<file path="config.mk">
export PLATFORM = sky130hd
export DESIGN_NAME = imem_loader_flat
export DESIGN_NICKNAME = d
export VERILOG_FILES = /design/src/rtl/imem_loader_pkg.sv /design/src/rtl/imem_loader_if.sv /design/src/rtl/imem_byte_assembler.sv /design/src/rtl/imem_loader.sv /design/src/flat_wrapper.sv
export SDC_FILE = /design/constraint.sdc
export NUM_CORES = 1
export LEC_CHECK = 0
export CAP_MARGIN = 30
export CORE_MARGIN = 2
export CORE_UTILIZATION = 45
export CTS_BUF_LIST = sky130_fd_sc_hd__clkbuf_2
export DETAILED_ROUTE_END_ITERATION = 10
export GPL_TIMING_DRIVEN = 0
export PLACE_DENSITY = 0.7
export RECOVER_POWER = 100
export SKIP_LAST_GASP = 1
export SLEW_MARGIN = 15
export SYNTH_ARGS = -nofsm -noshare
export SYNTH_HDL_FRONTEND = slang
export SYNTH_SLANG_ARGS = --single-unit
</file>
<file path="constraint.sdc">
create_clock -name clk -period 4.8 [get_ports clk]
set_clock_uncertainty 0.2 [all_clocks]
set_input_delay 0.48 -clock clk [delete_from_list [all_inputs] [get_ports clk]]
set_output_delay 0.48 -clock clk [all_outputs]
set_load 0.01 [all_outputs]
</file>
<file path="src/rtl/imem_loader_pkg.sv">
// imem_loader_pkg: shared FSM state encoding and word geometry for the boot-time program loader.
package imem_loader_pkg;
  localparam int BYTES_PER_WORD = 4;
  localparam int WORD_ADDR_STEP = 4;
  typedef enum logic [2:0] {S_IDLE, S_LOAD, S_WRITE, S_CHECK, S_DONE} state_e;
endpackage

</file>
<file path="src/rtl/imem_loader_if.sv">
// imem_loader_if: byte stream, instruction-memory write port and core control of the loader.
interface imem_loader_if;
  logic        start;
  logic [7:0]  byte_in;
  logic        byte_valid;
  logic        byte_ready;
  logic        mem_write;
  logic [31:0] mem_addr;
  logic [31:0] mem_wdata;
  logic        core_reset;
  logic        done;
  logic        chk_err;
  modport master (
    output start, byte_in, byte_valid,
    input  byte_ready, mem_write, mem_addr, mem_wdata, core_reset, done, chk_err
  );
  modport slave (
    input  start, byte_in, byte_valid,
    output byte_ready, mem_write, mem_addr, mem_wdata, core_reset, done, chk_err
  );
endinterface

</file>
<file path="src/rtl/imem_byte_assembler.sv">
// imem_byte_assembler: shifts stream bytes MSB-first into a 32-bit word and flags the completing byte.
module imem_byte_assembler
  import imem_loader_pkg::*;
(
  input  logic        clk,
  input  logic        rst,
  input  logic        clear_i,
  input  logic        take_i,
  input  logic [7:0]  byte_i,
  output logic [31:0] word_o,
  output logic        word_full_o
);
  logic [31:0] word_q, word_d;
  logic [1:0]  cnt_q, cnt_d;
  always_comb begin
    word_d = clear_i ? '0 : take_i ? {word_q[23:0], byte_i} : word_q;
    cnt_d  = clear_i ? '0 : take_i ? cnt_q + 2'd1 : cnt_q;
  end
  always_ff @(posedge clk) begin
    if (rst) begin
      word_q <= '0;
      cnt_q  <= '0;
    end else begin
      word_q <= word_d;
      cnt_q  <= cnt_d;
    end
  end
  assign word_o      = word_q;
  // high on the take that lands the fourth byte, so the FSM can leave LOAD on that same edge
  assign word_full_o = take_i && (cnt_q == 2'(BYTES_PER_WORD - 1));
endmodule

</file>
<file path="src/rtl/imem_loader.sv">
// imem_loader: streams a big-endian program image into instruction memory, holding the core in reset until done.
// Optional IMEM_LOADER_CHECKSUM_EN adds a trailing XOR checksum byte that gates core release.
module imem_loader
  import imem_loader_pkg::*;
#(
  parameter int          NUM_WORDS = 128,
  parameter logic [31:0] BASE_ADDR = 32'h0000_0000
) (
  input logic           clk,
  input logic           rst,
  imem_loader_if.slave  bus_io
);
  state_e      state_q;
  logic        byte_ready_q, mem_write_q, core_reset_q, done_q;
  logic [31:0] mem_addr_q, word_cnt_q, word;
  logic        take, take_word, start_ok, word_full, last_word;
  assign take      = bus_io.byte_valid && byte_ready_q;
  assign take_word = take && (state_q == S_LOAD);
  assign start_ok  = bus_io.start && (state_q == S_IDLE || state_q == S_DONE);
  assign last_word = word_cnt_q == 32'(NUM_WORDS - 1);
  imem_byte_assembler u_asm (
    .clk(clk), .rst(rst), .clear_i(start_ok), .take_i(take_word),
    .byte_i(bus_io.byte_in), .word_o(word), .word_full_o(word_full)
  );
`ifdef IMEM_LOADER_CHECKSUM_EN
  logic [7:0] xor_q;
  logic       chk_err_q, mismatch;
  assign mismatch = bus_io.byte_in != xor_q;
  always_ff @(posedge clk) begin
    if (rst || start_ok) begin
      xor_q     <= '0;
      chk_err_q <= 1'b0;
    end else begin
      if (take_word) xor_q <= xor_q ^ bus_io.byte_in;
      if (take && state_q == S_CHECK) chk_err_q <= mismatch;
    end
  end
  assign bus_io.chk_err = chk_err_q;
`else
  assign bus_io.chk_err = 1'b0;
`endif
  always_ff @(posedge clk) begin
    if (rst) begin
      state_q      <= S_IDLE;
      byte_ready_q <= 1'b0;
      mem_write_q  <= 1'b0;
      mem_addr_q   <= BASE_ADDR;
      word_cnt_q   <= '0;
      core_reset_q <= 1'b1;
      done_q       <= 1'b0;
    end else if (start_ok) begin
      state_q      <= S_LOAD;
      byte_ready_q <= 1'b1;
      mem_write_q  <= 1'b0;
      mem_addr_q   <= BASE_ADDR;
      word_cnt_q   <= '0;
      core_reset_q <= 1'b1;
      done_q       <= 1'b0;
    end else begin
      case (state_q)
        S_LOAD: if (word_full) begin
          state_q      <= S_WRITE;
          byte_ready_q <= 1'b0;
          mem_write_q  <= 1'b1;
        end
        S_WRITE: begin
          mem_write_q <= 1'b0;
          word_cnt_q  <= word_cnt_q + 32'd1;
          mem_addr_q  <= mem_addr_q + 32'(WORD_ADDR_STEP);
          if (!last_word) begin
            state_q      <= S_LOAD;
            byte_ready_q <= 1'b1;
          end else begin
`ifdef IMEM_LOADER_CHECKSUM_EN
            state_q      <= S_CHECK;
            byte_ready_q <= 1'b1;
`else
            state_q      <= S_DONE;
            core_reset_q <= 1'b0;
            done_q       <= 1'b1;
`endif
          end
        end
`ifdef IMEM_LOADER_CHECKSUM_EN
        // a bad checksum still finishes the load but keeps the core parked in reset
        S_CHECK: if (take) begin
          state_q      <= S_DONE;
          byte_ready_q <= 1'b0;
          done_q       <= 1'b1;
          core_reset_q <= mismatch;
        end
`endif
        default: ;
      endcase
    end
  end
  assign bus_io.byte_ready = byte_ready_q;
  assign bus_io.mem_write  = mem_write_q;
  assign bus_io.mem_addr   = mem_addr_q;
  assign bus_io.mem_wdata  = word;
  assign bus_io.core_reset = core_reset_q;
  assign bus_io.done       = done_q;
endmodule

</file>
<file path="src/flat_wrapper.sv">
// flat-port wrapper written by rule: the top's interface ports become plain ports
module imem_loader_flat import imem_loader_pkg::*;
#(
  parameter int          NUM_WORDS = 128,
  parameter logic [31:0] BASE_ADDR = 32'h0000_0000
)
  (clk, rst, bus_io_start, bus_io_byte_in, bus_io_byte_valid, bus_io_byte_ready, bus_io_mem_write, bus_io_mem_addr, bus_io_mem_wdata, bus_io_core_reset, bus_io_done, bus_io_chk_err);
  imem_loader_if bus_io_i ();
  input logic clk;
  input logic rst;
  input wire logic [$bits(bus_io_i.start)-1:0] bus_io_start;
  input wire logic [$bits(bus_io_i.byte_in)-1:0] bus_io_byte_in;
  input wire logic [$bits(bus_io_i.byte_valid)-1:0] bus_io_byte_valid;
  output wire logic [$bits(bus_io_i.byte_ready)-1:0] bus_io_byte_ready;
  output wire logic [$bits(bus_io_i.mem_write)-1:0] bus_io_mem_write;
  output wire logic [$bits(bus_io_i.mem_addr)-1:0] bus_io_mem_addr;
  output wire logic [$bits(bus_io_i.mem_wdata)-1:0] bus_io_mem_wdata;
  output wire logic [$bits(bus_io_i.core_reset)-1:0] bus_io_core_reset;
  output wire logic [$bits(bus_io_i.done)-1:0] bus_io_done;
  output wire logic [$bits(bus_io_i.chk_err)-1:0] bus_io_chk_err;
  assign bus_io_i.start = bus_io_start;
  assign bus_io_i.byte_in = bus_io_byte_in;
  assign bus_io_i.byte_valid = bus_io_byte_valid;
  assign bus_io_byte_ready = bus_io_i.byte_ready;
  assign bus_io_mem_write = bus_io_i.mem_write;
  assign bus_io_mem_addr = bus_io_i.mem_addr;
  assign bus_io_mem_wdata = bus_io_i.mem_wdata;
  assign bus_io_core_reset = bus_io_i.core_reset;
  assign bus_io_done = bus_io_i.done;
  assign bus_io_chk_err = bus_io_i.chk_err;
  imem_loader #(.NUM_WORDS(NUM_WORDS), .BASE_ADDR(BASE_ADDR)) u_core (.clk(clk), .rst(rst), .bus_io(bus_io_i));
endmodule
</file>
# Word-level counts from Yosys, hierarchy flattened
# Index checks and enable logic that the tools add are counted.
dict set report word_totals {
  out_inout_bits 69
  ff_bits 105
  elab_cells 44
  in_bits 12
}
dict set report classes {
  reduce_logical 13
  n_eq_ne 8
  muxes 10
  n_addsub 3
}
# operator n
set op_table {}
lappend op_table {{32-bit by 1-bit adder with 32-bit output, second input constant} 1}
lappend op_table {{32-bit by 3-bit adder with 32-bit output, second input constant} 1}
lappend op_table {{32-bit by 7-bit equality test with 1-bit output, second input constant} 1}
lappend op_table {{3-bit two-way mux} 2}
lappend op_table {{3-bit != test, second input constant} 2}
lappend op_table {{3-bit case mux with 2 select lines} 1}
lappend op_table {{2-bit AND reduction} 3}
lappend op_table {{1-bit two-way mux} 5}
lappend op_table {{1-bit logical AND} 4}
lappend op_table {{1-bit case mux with 2 select lines} 2}
lappend op_table {{3-bit by 1-bit equality test with 1-bit output, second input constant} 1}
lappend op_table {{3-bit by 2-bit equality test with 1-bit output, second input constant} 1}
lappend op_table {{3-bit equality test, second input constant} 1}
lappend op_table {{3-bit logical NOT} 1}
lappend op_table {{3-bit AND reduction} 1}
lappend op_table {{3-bit nonzero test} 1}
lappend op_table {{2-bit by 1-bit adder with 2-bit output, second input constant} 1}
lappend op_table {{2-bit equality test, second input constant} 1}
lappend op_table {{2-bit != test, second input constant} 1}
lappend op_table {{2-bit nonzero test} 1}
lappend op_table {{2-bit OR reduction} 1}
lappend op_table {{1-bit logical OR} 1}

# Logic depth before layout (Yosys ltp)
dict set report depth {
  depth_word 6
  ltp_mapped 8
  mapped_depth_nobuf 5
}

# Hierarchy
# Synthesis repeated with hierarchy kept, for this count alone.
dict set report hier_totals {
  hier_cells 514
  area_unflattened_um2 4615.7
}
# mod seq_area_each_um2 area_each_um2 cells_each n_inst
set by_module_without_submodules {}
lappend by_module_without_submodules {imem_loader 1361.3 3339.5 401 1}
lappend by_module_without_submodules {imem_byte_assembler 680.7 1276.2 113 1}

# Worst setup path before layout
# OpenSTA, ideal clock, no wires.
dict set report synth_timing {
  path_type {register to register}
  start {register u_core.state_q[1]}
  end {register u_core.word_cnt_q[23]}
  path_slack_ns 2.318
  n_path_buf 2
  setup_time_ns 0.070
  path_stages_with_launch 7
  arrival_ns 2.212
  synth_period_minus_slack_ns 2.482
  required_ns 4.530
  cell_sequence {dfxtp_1 -> or3b_4 -> buf_6 -> or4b_4 -> buf_6 -> or4_1 -> a21oi_1}
}
dict set report synth_via {
  elab_chain_len 4
  elab_cells_between_ends 6
  classes_between {2 x eq/ne; 4 x reduce/logical}
}
# element line
set synth_rtl {}
lappend synth_rtl {{from (decl)} imem_loader.sv:13} ;# state_e state_q;
lappend synth_rtl {{from (signal assigned)} imem_loader.sv:44} ;# state_q <= S_IDLE;
lappend synth_rtl {{from (signal assigned)} imem_loader.sv:52} ;# state_q <= S_LOAD;
lappend synth_rtl {{from (signal assigned)} imem_loader.sv:62} ;# state_q <= S_WRITE;
lappend synth_rtl {{3-bit equality test or 3-bit logical NOT (tied branches)} imem_loader.sv:19} ;# assign start_ok = bus_io.start && (state_q == S_IDLE || state_q == S_DONE);
lappend synth_rtl {{1-bit logical OR} imem_loader.sv:19}
lappend synth_rtl {{1-bit logical AND} imem_loader.sv:19}
lappend synth_rtl {{2-bit OR reduction (no line)} -}
lappend synth_rtl {{to (signal assigned)} imem_loader.sv:68} ;# word_cnt_q <= word_cnt_q + 32'd1;
lappend synth_rtl {{to (decl)} imem_loader.sv:15} ;# logic [31:0] mem_addr_q, word_cnt_q, word;
# Parallel ways exist; a longest one is shown, timed or not.
# A chain may end at the register's enable or synchronous reset.

# Final worst setup path
dict set report layout_timing {
  start {register u_core.state_q[1]}
  end {register u_core.mem_addr_q[31] (netlist: u_core.bus_io.mem_addr[31])}
}
dict set report layout_via {
  elab_chain_len 4
  elab_cells_between_ends 6
  classes_between {2 x eq/ne; 4 x reduce/logical}
}
# element line
set layout_rtl {}
lappend layout_rtl {{3-bit equality test or 3-bit logical NOT (tied branches)} imem_loader.sv:19}
lappend layout_rtl {{1-bit logical OR} imem_loader.sv:19}
lappend layout_rtl {{1-bit logical AND} imem_loader.sv:19}
lappend layout_rtl {{2-bit OR reduction (no line)} -}
lappend layout_rtl {{to (signal assigned)} imem_loader.sv:69} ;# mem_addr_q <= mem_addr_q + 32'(WORD_ADDR_STEP);
lappend layout_rtl {{to (decl)} imem_loader.sv:15}
# Parallel ways exist; a longest one is shown, timed or not.

==> run_results.csv <==
group,metric,value,unit
status,status,"finished clean",
floorplanning,die-area,10700,µm²
synthesis,synth-main-ff-cell,"dfxtp_1",
timing,fin_crit_sh,66.7,%
synthesis,synthMuxAreaShare,0.901,%
synthesis,synth_top_family_by_area,"simple AND/OR/NAND/NOR gates",
power_and_ir_drop,pwr-share-comb,4.4,%
power_and_ir_drop,ir_drop,0.126,mV
critical_path,end_kind,"flip-flop",
synthesis,syn_inst,538,
power_and_ir_drop,p_leak,1.79,nW
critical_path,arrival,3540,ps
clock_tree,cts_tree,"built",
cells_and_area,antenna_cells,0,
clock_tree,clk_latency,590,ps
detailed_routing,drt_iter0_drc,170,
power_and_ir_drop,power.clock.fraction,29.7,%
critical_path,r2r_start,"u_core.state_q[1]$_SDFFE_PP0P_",
global_routing,gr-usage-all-layers,21.1,%
synthesis,synth_top_area_cell,"dfxtp_1",
floorplanning,start_util,45.9,%
clock_tree,root_buffer,"clkbuf_2",
floorplanning,die_h,103,µm
clock_tree,cts_inserted_buffers,9,
cells_and_area,fill_cells,925,
synthesis,ys_seq_area_share,46.0,%
floorplanning,dieWidth,103,µm
run,maxCapViolations,0,
cells_and_area,area_growth,22.4,%
timing,tightestPinTransition,831,ps
critical_path,critPathLaunchType,"flip-flop",
synthesis,synth_most_common_cell,"dfxtp_1",
detailed_routing,viasPerCell,5.59,
power_and_ir_drop,finalPower,1.30,mW
power_and_ir_drop,p_int,0.947,mW
synthesis,syn_avg_cell_area,8.26,µm²
timing,rsz0062_at_grt,"no",
detailed_routing,drtPass1Iterations,4,
power_and_ir_drop,power_density,238,nW/µm²
synthesis,synthArstFlopShare,0,%
clock_tree,cts.repair.resized,0,
floorplanning,io_pins,81,
timing,setup_viol,0,
critical_path,critPathKind,"flip-flop to flip-flop",
min_path,hp-start,"rst",
detailed_routing,wire_per_inst,14.5,µm
global_routing,grt.overflow.total,0,
synthesis,synth_xor_area_share,3.94,%
global_routing,grt_max_degree,19,
clock_tree,path_clk_slew,280,ps
synthesis,synth_fa_ha_area_share,0.845,%
global_routing,grt_pass1_wl,18000,µm
synthesis,synth_top_cells_by_area,"dfxtp_1, nand2_1, a21oi_1, or4_1, o31ai_1",
synthesis,yosys.area_share.simple,28.8,%
timing,max_slew_margin,44.5,%
clock_tree,htree_levels,3,
floorplanning,rows,36,
critical_path,startpoint,"u_core.state_q[1]$_SDFFE_PP0P_",
min_path,hp-class,"input port to flip-flop",
clock_tree,cts_sinks,102,
placement,port_buffers,76,
timing,fmax,0.312,GHz
critical_path,r2r_slack,1600,ps
synthesis,synth_compound_area_share,14.8,%
synthesis,synth_cell_types,41,
critical_path,cp_max_fo,10,
detailed_routing,post-route-drc-count,0,
timing,fin_tns_setup,0,ps
synthesis,synthDominantCellAreaShare,46.0,%
clock_tree,hold_buffers,0,
timing,post-route-min-period,3200,ps
detailed_routing,drt-total-wl,11100,µm
placement,hpwlAfterDp,7910,µm
timing,slew_viol_final,0,
cells_and_area,final_nets,642,
cells_and_area,drive_above_1_share,3.64,%
synthesis,synth_edf_count,0,
timing,hold_viol,0,
global_routing,antenna_found_initial,0,
power_and_ir_drop,p_sw_share,27.0,%
synthesis,ys_warn_count,0,
floorplanning,core_area,9680,µm²
synthesis,netlist_top_cells_count,"dfxtp_1, nand2_1, a21oi_1",
power_and_ir_drop,power_frac_seq,65.9,%
global_routing,grt_pass1_vias,3872,
clock_tree,post_cts_buffers,0,
placement,place.gp.congestion,0.884,
synthesis,ys_ff_latch,102,
critical_path,worstPathRequired,5140,ps
detailed_routing,vias,4279,
detailed_routing,ant_nets,0,
clock_tree,clk_path_buf_depth,2,
power_and_ir_drop,p_sw,0.350,mW
synthesis,syn_area,4440,µm²
## kinds of logic after synthesis
group | count (synthesis)
multiplexers | 4
AND/OR/NAND/NOR | 247
flip-flops | 102
other | 1
buffers and inverters | 45
adder cells (fa/ha/maj) | 3
XOR/XNOR | 20
AO/OA/AOI/OAI | 116
## placed cells by master (no fill, tap or decap), drive strengths merged, types with 2 or more instances in the layout
cell type and count:
nor4 14, or4 24, inv 13, clkbuf 40, mux2i 4, clkinv 2
conb 3, dfxtp 102, clkinvlp 2, o21ai 15, nor3b 2, nor3 6
xor2 6, xnor2 14, and4 6, and2 2, nor2b 2, and3 4
a22o 2, or3 22, dlygate4sd3 66, clkdlybuf4s50 10, o31ai 20, nand4 18
a21oi 72, nand2 98, a211oi 3, nor2 26, ha 3, buf 4
nand3 18
## cell type report
cell class	count	area, µm²	area share, %
Clock buffer	9	45.0	0.828
Buffer	35	143	2.62
Multi-Input combinational cell	393	2190	40.3
Clock inverter	7	55.1	1.01
Inverter	10	37.5	0.690
Sequential cell	102	2040	37.5
Tap cell	133	166	3.06
Timing Repair Buffer	76	761	14.0
## worst max-delay path: stages (launching register included)
cell and delay [ps]:
dfxtp_1 530, or3b_1 450, clkbuf_1 240, or4_1 560, clkbuf_1 220, clkbuf_1 300, nor4_1 430, mux2i_1 220
## power by group through the flow
stage	sequential (mW)	clock, mW	combinational (mW)
global route	0.856	0.420	0.0630
detailed placement	0.870	0	0.0581
finish	0.855	0.385	0.0566
floorplan	0.870	0	0.0338
global placement	0.869	0	0.0573
CTS	0.855	0.392	0.0583
## metal layers
metal | up-vias | global-route usage, % | wire (µm)
met5 | - | 0 | 0
met4 | 0 | 7.79 | 218
met3 | 18 | 5.38 | 592
met2 | 108 | 34.0 | 5150
met1 | 2040 | 27.3 | 5150
li1 | 2113 | - | -
## stage by stage
| stage | setup slack, ps | instance area [µm²] | cells | util [%] | hold slack (ps) |
|---|---|---|---|---|---|
| 4_1_cts | 1980 | 5480 | 765 | 56.6 | 40.5 |
| 6_report | 1600 | 5440 | 765 | 56.2 | 68.3 |
| 2_1_floorplan | 2320 | 4450 | 540 | - | 240 |
| 3_5_place_dp | 1600 | 5380 | 749 | 55.5 | 249 |
| 5_1_grt | 1470 | 5440 | 765 | 56.2 | 97.5 |
| 3_3_place_gp | 1620 | 5380 | 749 | 55.5 | 244 |
## registers in the layout, summed over array words and instances, names as in the netlist
register                  flops
u_core.bus_io.done            1
u_core.bus_io.core_reset      1
u_core.state_q                3
u_core.bus_io.mem_addr       30
u_core.bus_io.byte_ready      1
u_core.u_asm.word_o          32
u_core.word_cnt_q            32
u_core.u_asm.cnt_q            2
## path summary, 6_finish.rpt
kind                                             end  cells past startpoint
max          u_core.bus_io.mem_addr[31]$_SDFFE_PP0P_                      7
min                   u_core.state_q[0]$_SDFFE_PP0P_                      2
max reg2reg  u_core.bus_io.mem_addr[31]$_SDFFE_PP0P_                      7
min reg2reg     u_core.u_asm.word_o[31]$_SDFFE_PP0P_                      2
(Power assumes the default switching activity.)
